<file path="src/rtl/car_light_ctrl.sv">
// rtl/car_light_ctrl.sv - turn/hazard lamp sequencer; optional brake overlay under CAR_LIGHT_BRAKE_EN
module car_light_ctrl #(
  parameter int TICK_DIV = 6000000
) (
  input  logic       clk_in,
  input  logic       rst_n,
  input  logic       left_sw,
  input  logic       right_sw,
  input  logic       hazard_sw,
`ifdef CAR_LIGHT_BRAKE_EN
  input  logic       brake_sw,
`endif
  output logic [2:0] lamp_l,
  output logic [2:0] lamp_r,
  output logic [1:0] mode
);

  localparam int CW = $clog2(TICK_DIV);
  localparam logic [CW-1:0] TICK_LAST = CW'(TICK_DIV - 1);

`ifdef CAR_LIGHT_BRAKE_EN
  localparam int NSW = 4;
  logic [NSW-1:0] sw_raw;
  assign sw_raw = {brake_sw, hazard_sw, right_sw, left_sw};
`else
  localparam int NSW = 3;
  logic [NSW-1:0] sw_raw;
  assign sw_raw = {hazard_sw, right_sw, left_sw};
`endif

  typedef enum logic [1:0] {
    IDLE   = 2'b00,
    LEFT   = 2'b01,
    RIGHT  = 2'b10,
    HAZARD = 2'b11
  } state_t;

  logic [NSW-1:0] sw_meta, sw_sync;
  state_t         state, state_nxt;
  logic [CW-1:0]  cnt, cnt_nxt;
  logic [2:0]     pat_l, pat_r, pat_l_nxt, pat_r_nxt;
  logic           tick, changed;

  // Chase sequence for one side: 001 -> 011 -> 111 -> 000 -> 001
  function automatic logic [2:0] chase_step(input logic [2:0] p);
    case (p)
      3'b001:  chase_step = 3'b011;
      3'b011:  chase_step = 3'b111;
      3'b111:  chase_step = 3'b000;
      default: chase_step = 3'b001;
    endcase
  endfunction

  // Two-flop synchronizer for every asynchronous switch
  always_ff @(posedge clk_in or negedge rst_n) begin
    if (!rst_n) begin
      sw_meta <= '0;
      sw_sync <= '0;
    end else begin
      sw_meta <= sw_raw;
      sw_sync <= sw_meta;
    end
  end

  // State, tick counter and lamp pattern registers
  always_ff @(posedge clk_in or negedge rst_n) begin
    if (!rst_n) begin
      state <= IDLE;
      cnt   <= '0;
      pat_l <= 3'b000;
      pat_r <= 3'b000;
    end else begin
      state <= state_nxt;
      cnt   <= cnt_nxt;
      pat_l <= pat_l_nxt;
      pat_r <= pat_r_nxt;
    end
  end

  // Next state every cycle; a state change restarts the tick period and wins over a tick
  always_comb begin
    state_nxt = IDLE;
    pat_l_nxt = pat_l;
    pat_r_nxt = pat_r;
    if (sw_sync[2])
      state_nxt = HAZARD;
    else if (sw_sync[0] && !sw_sync[1])
      state_nxt = LEFT;
    else if (sw_sync[1] && !sw_sync[0])
      state_nxt = RIGHT;
    changed = (state_nxt != state);
    tick    = (cnt == TICK_LAST);
    cnt_nxt = (changed || tick) ? '0 : cnt + CW'(1);
    if (changed) begin
      case (state_nxt)
        LEFT:    begin pat_l_nxt = 3'b001; pat_r_nxt = 3'b000; end
        RIGHT:   begin pat_l_nxt = 3'b000; pat_r_nxt = 3'b001; end
        HAZARD:  begin pat_l_nxt = 3'b111; pat_r_nxt = 3'b111; end
        default: begin pat_l_nxt = 3'b000; pat_r_nxt = 3'b000; end
      endcase
    end else if (tick) begin
      case (state)
        LEFT:    pat_l_nxt = chase_step(pat_l);
        RIGHT:   pat_r_nxt = chase_step(pat_r);
        HAZARD:  begin pat_l_nxt = ~pat_l; pat_r_nxt = ~pat_r; end
        default: begin pat_l_nxt = 3'b000; pat_r_nxt = 3'b000; end
      endcase
    end
  end

  assign mode = state;

`ifdef CAR_LIGHT_BRAKE_EN
  logic [2:0] lamp_l_q, lamp_r_q;
  logic       brake;
  assign brake = sw_sync[3];

  // Brake lights every non-turning side on top of the pattern; hazard ignores it
  always_ff @(posedge clk_in or negedge rst_n) begin
    if (!rst_n) begin
      lamp_l_q <= 3'b000;
      lamp_r_q <= 3'b000;
    end else begin
      lamp_l_q <= pat_l_nxt | ((brake && (state_nxt == IDLE || state_nxt == RIGHT)) ? 3'b111 : 3'b000);
      lamp_r_q <= pat_r_nxt | ((brake && (state_nxt == IDLE || state_nxt == LEFT))  ? 3'b111 : 3'b000);
    end
  end

  assign lamp_l = lamp_l_q;
  assign lamp_r = lamp_r_q;
`else
  assign lamp_l = pat_l;
  assign lamp_r = pat_r;
`endif

endmodule

</file>
<file path="config.mk">
export PLATFORM = sky130hd
export DESIGN_NAME = car_light_ctrl
export DESIGN_NICKNAME = d
export VERILOG_FILES = /design/src/rtl/car_light_ctrl.sv
export SDC_FILE = /design/constraint.sdc
export NUM_CORES = 1
export LEC_CHECK = 0
export CAP_MARGIN = 40
export CORE_MARGIN = 2
export CORE_UTILIZATION = 25
export CTS_CLUSTER_DIAMETER = 80
export CTS_CLUSTER_SIZE = 25
export DETAILED_ROUTE_END_ITERATION = 8
export SLEW_MARGIN = 20
export SYNTH_ARGS = -nofsm -noshare
export SYNTH_HDL_FRONTEND = slang
export SYNTH_SLANG_ARGS = --single-unit
export TNS_END_PERCENT = 30
</file>
<file path="constraint.sdc">
create_clock -name clk_in -period 2.6 [get_ports clk_in]
set_input_delay 0.52 -clock clk_in [delete_from_list [all_inputs] [get_ports clk_in]]
set_output_delay 0.52 -clock clk_in [all_outputs]
set_load 0.005 [all_outputs]
</file>
# ---- Word-level counts from Yosys, hierarchy flattened
# Index checks and enable logic that the tools add are counted.
dict set report classes {
  bitwise_logic 2
  n_reduce_logical 8
  addsub 1
  n_mul 0
  div 0
  shift 0
  n_eq_ne 16
  order_cmp 0
  mux 14
}
# op count
set ops {}
lappend ops {{$pmux 3 s3} 4}
lappend ops {{$add 23x1->23 const B} 1}
lappend ops {{$eq 23x23->1 const B} 1}
lappend ops {{$mux 23} 1}
lappend ops {{$mux 3} 4}
lappend ops {{$pmux 3 s2} 2}
lappend ops {{$eq 2x2->1 const B} 4}
lappend ops {{$eq 3x1->1 const B} 2}
lappend ops {{$eq 3x2->1 const B} 2}
lappend ops {{$eq 3x3->1 const B} 2}
lappend ops {{$mux 2} 3}
lappend ops {{$not 3->3} 2}
lappend ops {{$eq 2x1->1 const B} 2}
lappend ops {{$ne 2x2->1 const B} 2}
lappend ops {{$reduce_and 2->1} 2}
lappend ops {{$logic_and 1x1->1} 2}
lappend ops {{$logic_not 1->1} 2}
lappend ops {{$ne 2x2->1} 1}
lappend ops {{$reduce_bool 2->1} 1}
lappend ops {{$logic_or 1x1->1} 1}
dict set report word_totals {
  ramBits 0
  in_bits 5
  memories 0
  elab_cells 47
  regBits 37
  rom_bits 0
  latchBits 0
  output_inout_bits 8
}

# ---- Logic depth before layout (Yosys ltp)
# Gate-level depths: netlist (run 1).
dict set report depth {
  depth_word 8
  depth_mapped 7
  mapped_depth_nobuf 6
}

# ---- Least setup slack after synthesis (run 1)
# Ideal clock, no wire load.
dict set report synth_timing {
  path_kind {reg2reg}
  startpoint {register cnt[13]}
  endpoint {register pat_l[0] (netlist: lamp_l[0])}
  setup_time_ps 96
  required_ps 2504
  arrival_ps 1800
  path_stages_with_launch 6
  path_slack_ps 705
  path_buffers 0
  period_less_slack_ps 1895
  cell_sequence {dfrtp_1 > or4b_4 > nor4_4 > a21oi_2 > a31o_1 > o32ai_2}
}
dict set report synth_between {
  elab_chain_cells 3
}
# item line_no
set synth_lines {}
lappend synth_lines {{start, declared} 40} ;# logic [CW-1:0] cnt, cnt_nxt;
lappend synth_lines {{start signal, assigned} 74} ;# cnt <= cnt_nxt;
lappend synth_lines {{$eq 23x23->1} 92} ;# tick = (cnt == TICK_LAST);
lappend synth_lines {{$reduce_bool 2->1 (no line)} --}
lappend synth_lines {{$reduce_and 2->1 (no line)} --}
lappend synth_lines {{end signal, assigned} 75} ;# pat_l <= pat_l_nxt;
lappend synth_lines {{end, declared} 41} ;# logic [2:0] pat_l, pat_r, pat_l_nxt, pat_r_nxt;
# No other way between the ends.
# A chain may end at the register's enable or synchronous reset.

# ---- Worst setup path after layout (run 1)
dict set report layout_timing {
  startpoint {register state[1] (netlist: mode[1])}
  endpoint {register pat_l[0] (netlist: lamp_l[0])}
}
dict set report layout_between {
  elab_chain_cells 4
  word_cells_on_any_way 10
  classes_between {eq/ne: 5; mux: 3; reduce/logical: 2}
}
# item line_no
set layout_lines {}
lappend layout_lines {{start, declared} 39} ;# state_t state, state_nxt;
lappend layout_lines {{start signal, assigned} 73} ;# state <= state_nxt;
lappend layout_lines {{$eq 2x2->1 / $eq 2x1->1 (equally long branches)} 102} ;# case (state)
lappend layout_lines {{$pmux 3 s3} 102}
lappend layout_lines {{$mux 3} 101} ;# end else if (tick) begin
lappend layout_lines {{$mux 3} 94} ;# if (changed) begin
# Parallel ways exist; a longest one is shown, timed or not. The select of a mux whose other input is x is not followed.

==> results of run 1 <==
[cells by family after synthesis]
logic type	after synthesis	share of synthesized area (%)
and+or+nand+nor	96	28.3
xor gates and xnor gates	20	9.01
muxes	1	0.515
DFF	37	47.6
AOI/OAI and AO/OA	28	10.8
adders and majority gates	1	0.644
buffers and inverters	9	3.09
[layer usage]
| metal | vias to the layer above | global-route usage, % |
|---|---|---|
| met4 | 0 | 3.11 |
| li1 | 717 | - |
| met3 | 7 | 2.47 |
| met2 | 27 | 15.0 |
| met1 | 692 | 13.1 |
| met5 | - | 0 |
[layout by cell type (no fill, tap or decap), drive strengths merged, types with 4 or more instances in the layout]
master	synthesis	final
and3	7	7
nand4	5	5
buf	4	5
clkbuf	1	7
xor2	8	8
xnor2	12	12
clkdlybuf4s50	0	11
nor2	26	26
nor3	10	10
a21oi	8	8
nand3	11	11
nand2	15	15
dfrtp	37	37
o21ai	4	4
[registers in the layout (all words and copies together) (netlist names)]
signal   count
lamp_r       3
cnt         23
sw_meta      3
sw_sync      3
mode         2
lamp_l       3
[stage by stage]
step                setup slack (ps)  utilization, %  power (mW)  std cells  area [um2]
floorplan                        705               -       0.739        192        1940
global placement                 441            28.2       0.823        303        2160
detailed placement               444            28.2       0.823        303        2160
CTS                              431            29.6        1.26        311        2260
global route                     329            29.9        1.31        312        2290
finish                           450            29.9        1.25        312        2290
[area by class of cell]
type	count	share of cell area [%]
clock buffers	7	4.21
multi-input cells	146	41.8
well taps	102	5.58
flip-flops and latches	37	40.5
inverters	3	0.492
repair buffers	16	7.22
clock inverters	1	0.219
[power groups by stage]
stage          Sequential (mW)  Clock (mW)  Combinational, mW
2_1_floorplan            0.648           0             0.0919
3_3_place_gp             0.658           0              0.164
3_5_place_dp             0.658           0              0.165
4_1_cts                  0.647       0.448              0.165
5_1_grt                  0.654       0.470              0.187
6_report                 0.647       0.435              0.167
[worst max path at each step]
stage	from	to	depth (start not counted)	slack [ps]
floorplan	cnt[13]	lamp_l[0]	5	700
global placement	mode[1]	lamp_l[2]	5	440
detailed placement	mode[1]	lamp_r[0]	5	440
CTS	mode[1]	lamp_l[0]	5	430
global route	mode[1]	lamp_l[2]	5	330
finish	mode[1]	lamp_l[0]	5	450
==> run_summary.xml, run 1 <==
<?xml version="1.0" encoding="UTF-8"?>
<metrics>
  <group name="die">
    <metric name="core_region_area" unit="um2">7650</metric>
    <metric name="design.portCount" unit="">13</metric>
    <metric name="placement_rows" unit="">32</metric>
    <metric name="floorplan.initialDensity" unit="%">25.4</metric>
    <metric name="die_area" unit="um2">8490</metric>
    <metric name="dieWidth" unit="um">92.2</metric>
    <metric name="die_height" unit="um">92.2</metric>
  </group>
  <group name="grt">
    <metric name="gr-total-overflow" unit="">0</metric>
    <metric name="grtUsageTotal" unit="%">9.64</metric>
    <metric name="grt_antenna_before_repair" unit="">0</metric>
    <metric name="first_pass_grt_wire_length" unit="um">6660</metric>
    <metric name="grt_pass1_vias" unit="">1422</metric>
    <metric name="grt_start_max_net_pins" unit="">38</metric>
  </group>
  <group name="detailed_routing">
    <metric name="drt-met1-wl" unit="um">1790</metric>
    <metric name="iteration_0_drc_markers" unit="">79</metric>
    <metric name="topRoutingLayerUsed" unit="">met4</metric>
    <metric name="routed_via_density" unit="">4.63</metric>
    <metric name="dr_wl_met2" unit="um">1680</metric>
    <metric name="wl" unit="um">3670</metric>
    <metric name="remaining_drc_errors" unit="">0</metric>
    <metric name="via_count" unit="">1443</metric>
    <metric name="wl_met3" unit="um">154</metric>
    <metric name="drt.antenna.violating_nets" unit="">0</metric>
    <metric name="first_pass_iters" unit="">5</metric>
    <metric name="post_drt_wl_per_cell" unit="um">11.8</metric>
  </group>
  <group name="status">
    <metric name="status" unit="">finished, final reports clean</metric>
  </group>
  <group name="timing">
    <metric name="final.hold.worst_slack" unit="ps">186</metric>
    <metric name="clock-skew-final" unit="ps">6.43</metric>
    <metric name="final_hold_fails" unit="">0</metric>
    <metric name="maxSlewViolCount" unit="">0</metric>
    <metric name="setup_viol_count_final" unit="">0</metric>
    <metric name="tightest_slew" unit="ps">489</metric>
    <metric name="maxSlewHeadroom" unit="%">67.4</metric>
    <metric name="clock.fmax" unit="MHz">465</metric>
    <metric name="tns" unit="ps">0</metric>
    <metric name="unrepaired_setup_endpoints_after_global_routing" unit="">false</metric>
    <metric name="min_period" unit="ps">2150</metric>
    <metric name="finalCritPeriodShare" unit="%">82.7</metric>
  </group>
  <group name="power">
    <metric name="seqPwrFrac" unit="%">51.8</metric>
    <metric name="leakage" unit="nW">0.904</metric>
    <metric name="net_load_switching_power" unit="mW">0.312</metric>
    <metric name="powerDensity" unit="nW/um2">545</metric>
    <metric name="ir_drop" unit="V">0.000178</metric>
    <metric name="p_int" unit="mW">0.936</metric>
    <metric name="netSwitchingFraction" unit="%">25.0</metric>
    <metric name="share_comb_of_total_power" unit="%">13.3</metric>
    <metric name="clock_power_share" unit="%">34.8</metric>
  </group>
  <group name="logic_synthesis">
    <metric name="leading_post_synthesis_cells_by_cell_area" unit="">dfrtp_1 48%, xnor2_1 5.4%, nor2_1 4.8%</metric>
    <metric name="yosys_warnings" unit="">0</metric>
    <metric name="synthDominantCellAreaShare" unit="%">47.6</metric>
    <metric name="netlist_area" unit="um2">1940</metric>
    <metric name="synthMostInstantiatedCell" unit="">dfrtp_1</metric>
    <metric name="post_synth_inst_count" unit="">192</metric>
    <metric name="post_synth_num_cell_types" unit="">48</metric>
    <metric name="synth_top_flop_cell" unit="">dfrtp_1</metric>
    <metric name="synth_enable_flop_cells" unit="">0</metric>
    <metric name="yosys.area.top_type" unit="">dfrtp_1</metric>
    <metric name="async_flop_share" unit="%">100</metric>
    <metric name="ys_ff_latch" unit="">37</metric>
    <metric name="synth_sequential_area_ratio" unit="%">47.6</metric>
    <metric name="synth_common_cells" unit="">37 x dfrtp_1, 25 x nor2_1, 15 x nand2_1, 12 x xnor2_1, 11 x nand3_1</metric>
    <metric name="syn_avg_cell_area" unit="um2">10.1</metric>
    <metric name="postSynthNetCount" unit="">198</metric>
  </group>
  <group name="setup_path">
    <metric name="crit_fanout" unit="">13</metric>
    <metric name="reg2regPathDepth" unit="">5</metric>
    <metric name="start_kind" unit="">flop</metric>
    <metric name="timing.setup.critical_path_class" unit="">reg2reg</metric>
    <metric name="worstPathCellList" unit="">or4b_2, a21boi_2, nor2_2, a21oi_2, o32ai_2</metric>
    <metric name="r2r_start" unit="">mode[1]</metric>
    <metric name="critical_path.slowest_cell" unit="">or4b_2</metric>
    <metric name="required" unit="ps">2760</metric>
    <metric name="rrSetupSlack" unit="ps">450</metric>
    <metric name="cpPeakStageDelay" unit="ps">730</metric>
    <metric name="largest_delay_contributor_family_on_the_critical_path" unit="">simple AND/OR/NAND/NOR gates</metric>
    <metric name="worstReg2RegEnd" unit="">lamp_l[0]</metric>
    <metric name="critPathArrivalTime" unit="ps">2310</metric>
    <metric name="critical_path.n_buffers_inverters" unit="">0</metric>
    <metric name="crit_end_element" unit="">flop</metric>
  </group>
  <group name="clock_tree">
    <metric name="ctsLongestPathBuffers" unit="">2</metric>
    <metric name="cts_root_buffer" unit="">clkbuf_8</metric>
    <metric name="cts.repair.resized" unit="">0</metric>
    <metric name="clock_latency" unit="ps">290</metric>
    <metric name="cts_post_setup_buffers_inserted" unit="">0</metric>
    <metric name="cts.reportedPaths.clkPinSlew" unit="ps">70</metric>
    <metric name="cts_tree" unit="">done</metric>
    <metric name="numClockSinks" unit="">37</metric>
    <metric name="cts.hold.buffers_added" unit="">0</metric>
    <metric name="cts_htree_levels" unit="">2</metric>
    <metric name="numCtsBuffers" unit="">5</metric>
  </group>
  <group name="cells_and_area">
    <metric name="final.fill_count" unit="">795</metric>
    <metric name="seqCellArea" unit="um2">926</metric>
    <metric name="layout-area-overhead-vs-synth" unit="%">17.8</metric>
    <metric name="design.final.nets" unit="">215</metric>
    <metric name="multiInputGateArea" unit="um2">957</metric>
    <metric name="antenna_cells_inserted" unit="">0</metric>
    <metric name="fraction_of_final_layout_cells_sized_beyond_drive_strength_1" unit="%">13.8</metric>
  </group>
  <group name="placement">
    <metric name="port_buffers" unit="">12</metric>
    <metric name="dp_hpwl" unit="um">2630</metric>
    <metric name="place.gp.congestion" unit="">0.829</metric>
  </group>
  <group name="min_path">
    <metric name="hold_path.class" unit="">in2async</metric>
  </group>
  <group name="job">
    <metric name="drv_cap" unit="">0</metric>
  </group>
</metrics>
(Power assumes the default switching activity.)
==> run 2, diff against run 1 <==
==> constraint.sdc (replaced) <==
create_clock -name clk_in -period 1.9 [get_ports clk_in]
set_input_delay 0.38 -clock clk_in [delete_from_list [all_inputs] [get_ports clk_in]]
set_output_delay 0.38 -clock clk_in [all_outputs]
set_load 0.005 [all_outputs]
==> run 2 against run 1 <==
  * The run now ends with setup timing left
  * Non-clock buffer count is 24 higher
  * Power is 50% higher
  * Die area stayed put
==> run_summary.xml, run 2 (synthesis results as in run 1) <==
<?xml version="1.0" encoding="UTF-8"?>
<metrics>
  <group name="clock_tree">
    <metric name="cts_htree_levels" unit="">2</metric>
    <metric name="cts_tree" unit="">done</metric>
    <metric name="cts_root_buffer" unit="">clkbuf_8</metric>
    <metric name="clock_latency" unit="ps">290</metric>
    <metric name="ctsLongestPathBuffers" unit="">2</metric>
    <metric name="cts.reportedPaths.clkPinSlew" unit="ps">70</metric>
    <metric name="numCtsBuffers" unit="">5</metric>
    <metric name="numClockSinks" unit="">37</metric>
  </group>
  <group name="timing">
    <metric name="setup_viol_count_final" unit="">15</metric>
    <metric name="min_period" unit="ps">1910</metric>
    <metric name="tightest_slew" unit="ps">390</metric>
    <metric name="clock.fmax" unit="MHz">524</metric>
    <metric name="maxSlewViolCount" unit="">0</metric>
    <metric name="maxSlewHeadroom" unit="%">74.0</metric>
    <metric name="final_hold_fails" unit="">0</metric>
    <metric name="clock-skew-final" unit="ps">3.89</metric>
    <metric name="unrepaired_setup_endpoints_after_global_routing" unit="">true</metric>
    <metric name="finalCritPeriodShare" unit="%">100</metric>
    <metric name="finalWorstSetupSlack" unit="ps">-8.76</metric>
    <metric name="tns" unit="ps">-49.8</metric>
  </group>
  <group name="detailed_routing">
    <metric name="wl" unit="um">4120</metric>
    <metric name="post_drt_wl_per_cell" unit="um">12.3</metric>
    <metric name="first_pass_iters" unit="">5</metric>
    <metric name="via_count" unit="">1542</metric>
    <metric name="drt.antenna.violating_nets" unit="">0</metric>
    <metric name="routed_via_density" unit="">4.59</metric>
    <metric name="remaining_drc_errors" unit="">0</metric>
    <metric name="iteration_0_drc_markers" unit="">79</metric>
  </group>
  <group name="cells_and_area">
    <metric name="mostFrequentLayoutCells" unit="">37 x dfrtp_1, 26 x buf_4, 25 x nor2_1</metric>
    <metric name="fraction_of_final_layout_cells_sized_beyond_drive_strength_1" unit="%">24.8</metric>
    <metric name="final.fill_count" unit="">770</metric>
    <metric name="seqCellArea" unit="um2">926</metric>
    <metric name="mostFrequentLayoutCell" unit="">dfrtp_1</metric>
    <metric name="design.final.nets" unit="">239</metric>
    <metric name="top_register_by_number_of_flip_flops" unit="">cnt</metric>
    <metric name="number_of_flip_flops_in_the_largest_register" unit="">23</metric>
    <metric name="instances_no_fill" unit="">336</metric>
    <metric name="multiInputGateArea" unit="um2">1000</metric>
    <metric name="layout-area-overhead-vs-synth" unit="%">30.7</metric>
    <metric name="antenna_cells_inserted" unit="">0</metric>
  </group>
  <group name="die">
    <metric name="dieWidth" unit="um">92.2</metric>
    <metric name="floorplan.initialDensity" unit="%">25.4</metric>
    <metric name="placement_rows" unit="">32</metric>
    <metric name="design.portCount" unit="">13</metric>
    <metric name="die_area" unit="um2">8490</metric>
    <metric name="core_region_area" unit="um2">7650</metric>
    <metric name="die_height" unit="um">92.2</metric>
  </group>
  <group name="setup_path">
    <metric name="required" unit="ps">2080</metric>
    <metric name="reg2regPathDepth" unit="">6</metric>
    <metric name="critPathArrivalTime" unit="ps">2090</metric>
    <metric name="timing.setup.critical_path_class" unit="">reg2reg</metric>
    <metric name="crit_end_element" unit="">flop</metric>
    <metric name="crit_fanout" unit="">20</metric>
    <metric name="start_kind" unit="">flop</metric>
  </group>
  <group name="power">
    <metric name="leakage" unit="nW">1.05</metric>
    <metric name="powerDensity" unit="nW/um2">737</metric>
    <metric name="power" unit="mW">1.87</metric>
    <metric name="ir_drop" unit="V">0.000274</metric>
  </group>
  <group name="grt">
    <metric name="first_pass_grt_wire_length" unit="um">6890</metric>
    <metric name="grt_pass1_vias" unit="">1503</metric>
    <metric name="gr-total-overflow" unit="">0</metric>
    <metric name="grtUsageTotal" unit="%">10.1</metric>
    <metric name="grt_start_max_net_pins" unit="">38</metric>
    <metric name="grt_antenna_before_repair" unit="">0</metric>
  </group>
  <group name="job">
    <metric name="drv_cap" unit="">0</metric>
  </group>
  <group name="placement">
    <metric name="pre_cts_slack" unit="ps">-41.9</metric>
    <metric name="port_buffers" unit="">12</metric>
    <metric name="place.gp.congestion" unit="">0.774</metric>
    <metric name="dp_hpwl" unit="um">2800</metric>
    <metric name="place.detailed.instances" unit="">324</metric>
  </group>
  <group name="status">
    <metric name="status" unit="">finished with violations</metric>
    <metric name="failing_checks" unit="">setup timing</metric>
  </group>
  <group name="min_path">
    <metric name="hold_path.class" unit="">in2async</metric>
  </group>
</metrics>
## run 2: cell count changes in the layout (fill, tap and decap cells not counted), moves of 2 or more
cell | previous run | this run
buf_4 | 3 | 26
buf_12 | 0 | 2
o21ai_0 | 4 | 2
o21ai_1 | 0 | 2
or4b_2 | 2 | 0
or4b_4 | 1 | 3
## run 2: worst max-delay path, cell delays in order, from the launching register on
cell and delay [ps]:
dfrtp_1 390, or4b_4 560, nor4_4 240, buf_4 140
o2bb2ai_1 200, buf_12 210, nor2_1 60
## run 2: routing by layer
metal | part of all wire [%] | GRT usage [%] | up-vias
li1 | - | - | 767
met1 | 48 | 13.3 | 744
met2 | 48 | 15.9 | 27
met3 | 2.8 | 2.47 | 4
met4 | 0.83 | 3.98 | 0
met5 | 0 | 0 | -
## run 2: cell type report
| cell class | count | area share [%] |
|---|---|---|
| multi-input cells | 146 | 39.6 |
| flip-flops and latches | 37 | 36.5 |
| repair buffers | 40 | 13.8 |
| well taps | 102 | 5.02 |
| clock buffers | 6 | 3.25 |
| clock inverters | 2 | 1.48 |
| inverters | 3 | 0.443 |
## run 2: path summary, 6_finish.rpt
path / from / endpoint / slack, ps
max: cnt[14] / cnt[10] / -9
min: rst_n / cnt[22] / 30
max reg2reg: cnt[14] / cnt[10] / -9
min reg2reg: sw_meta[1] / sw_sync[1] / 350
max in group asynchronous: rst_n / lamp_l[0] / 1670
min in group clk_in: sw_meta[1] / sw_sync[1] / 350
## run 2: power by group
group	switching, mW	internal, mW
Sequential	0.0504	0.828
Combinational	0.125	0.150
Clock	0.289	0.427
Total	0.465	1.41
## run 2: what timing repair did
item	in CTS	in global routing
hold buffers	0	0
setup buffers	3	1
setup endpoints to repair	12	29
gates resized for setup	1	10
pin swaps	1	5
## run 2: metrics by stage
| stage | utilization (%) | hold WS (ps) | cell area, um2 |
|---|---|---|---|
| floorplan | - | 84.4 | 1940 |
| global placement | 30.6 | 332 | 2340 |
| detailed placement | 30.6 | 337 | 2340 |
| CTS | 32.6 | 43.4 | 2490 |
| global route | 33.2 | 67.5 | 2540 |
| finish | 33.2 | 34.9 | 2540 |
==> run 3, diff against run 2 <==
--- a/config.mk
+++ b/config.mk
@@ -9,7 +9,7 @@
 export CORE_MARGIN = 2
 export CORE_UTILIZATION = 25
 export CTS_CLUSTER_DIAMETER = 80
-export CTS_CLUSTER_SIZE = 25
+export CTS_CLUSTER_SIZE = 28
 export DETAILED_ROUTE_END_ITERATION = 8
 export SLEW_MARGIN = 20
 export SYNTH_ARGS = -nofsm -noshare
==> results of run 3 <==
Same layout as run 2: the final DEF is identical, and so are final timing and power.
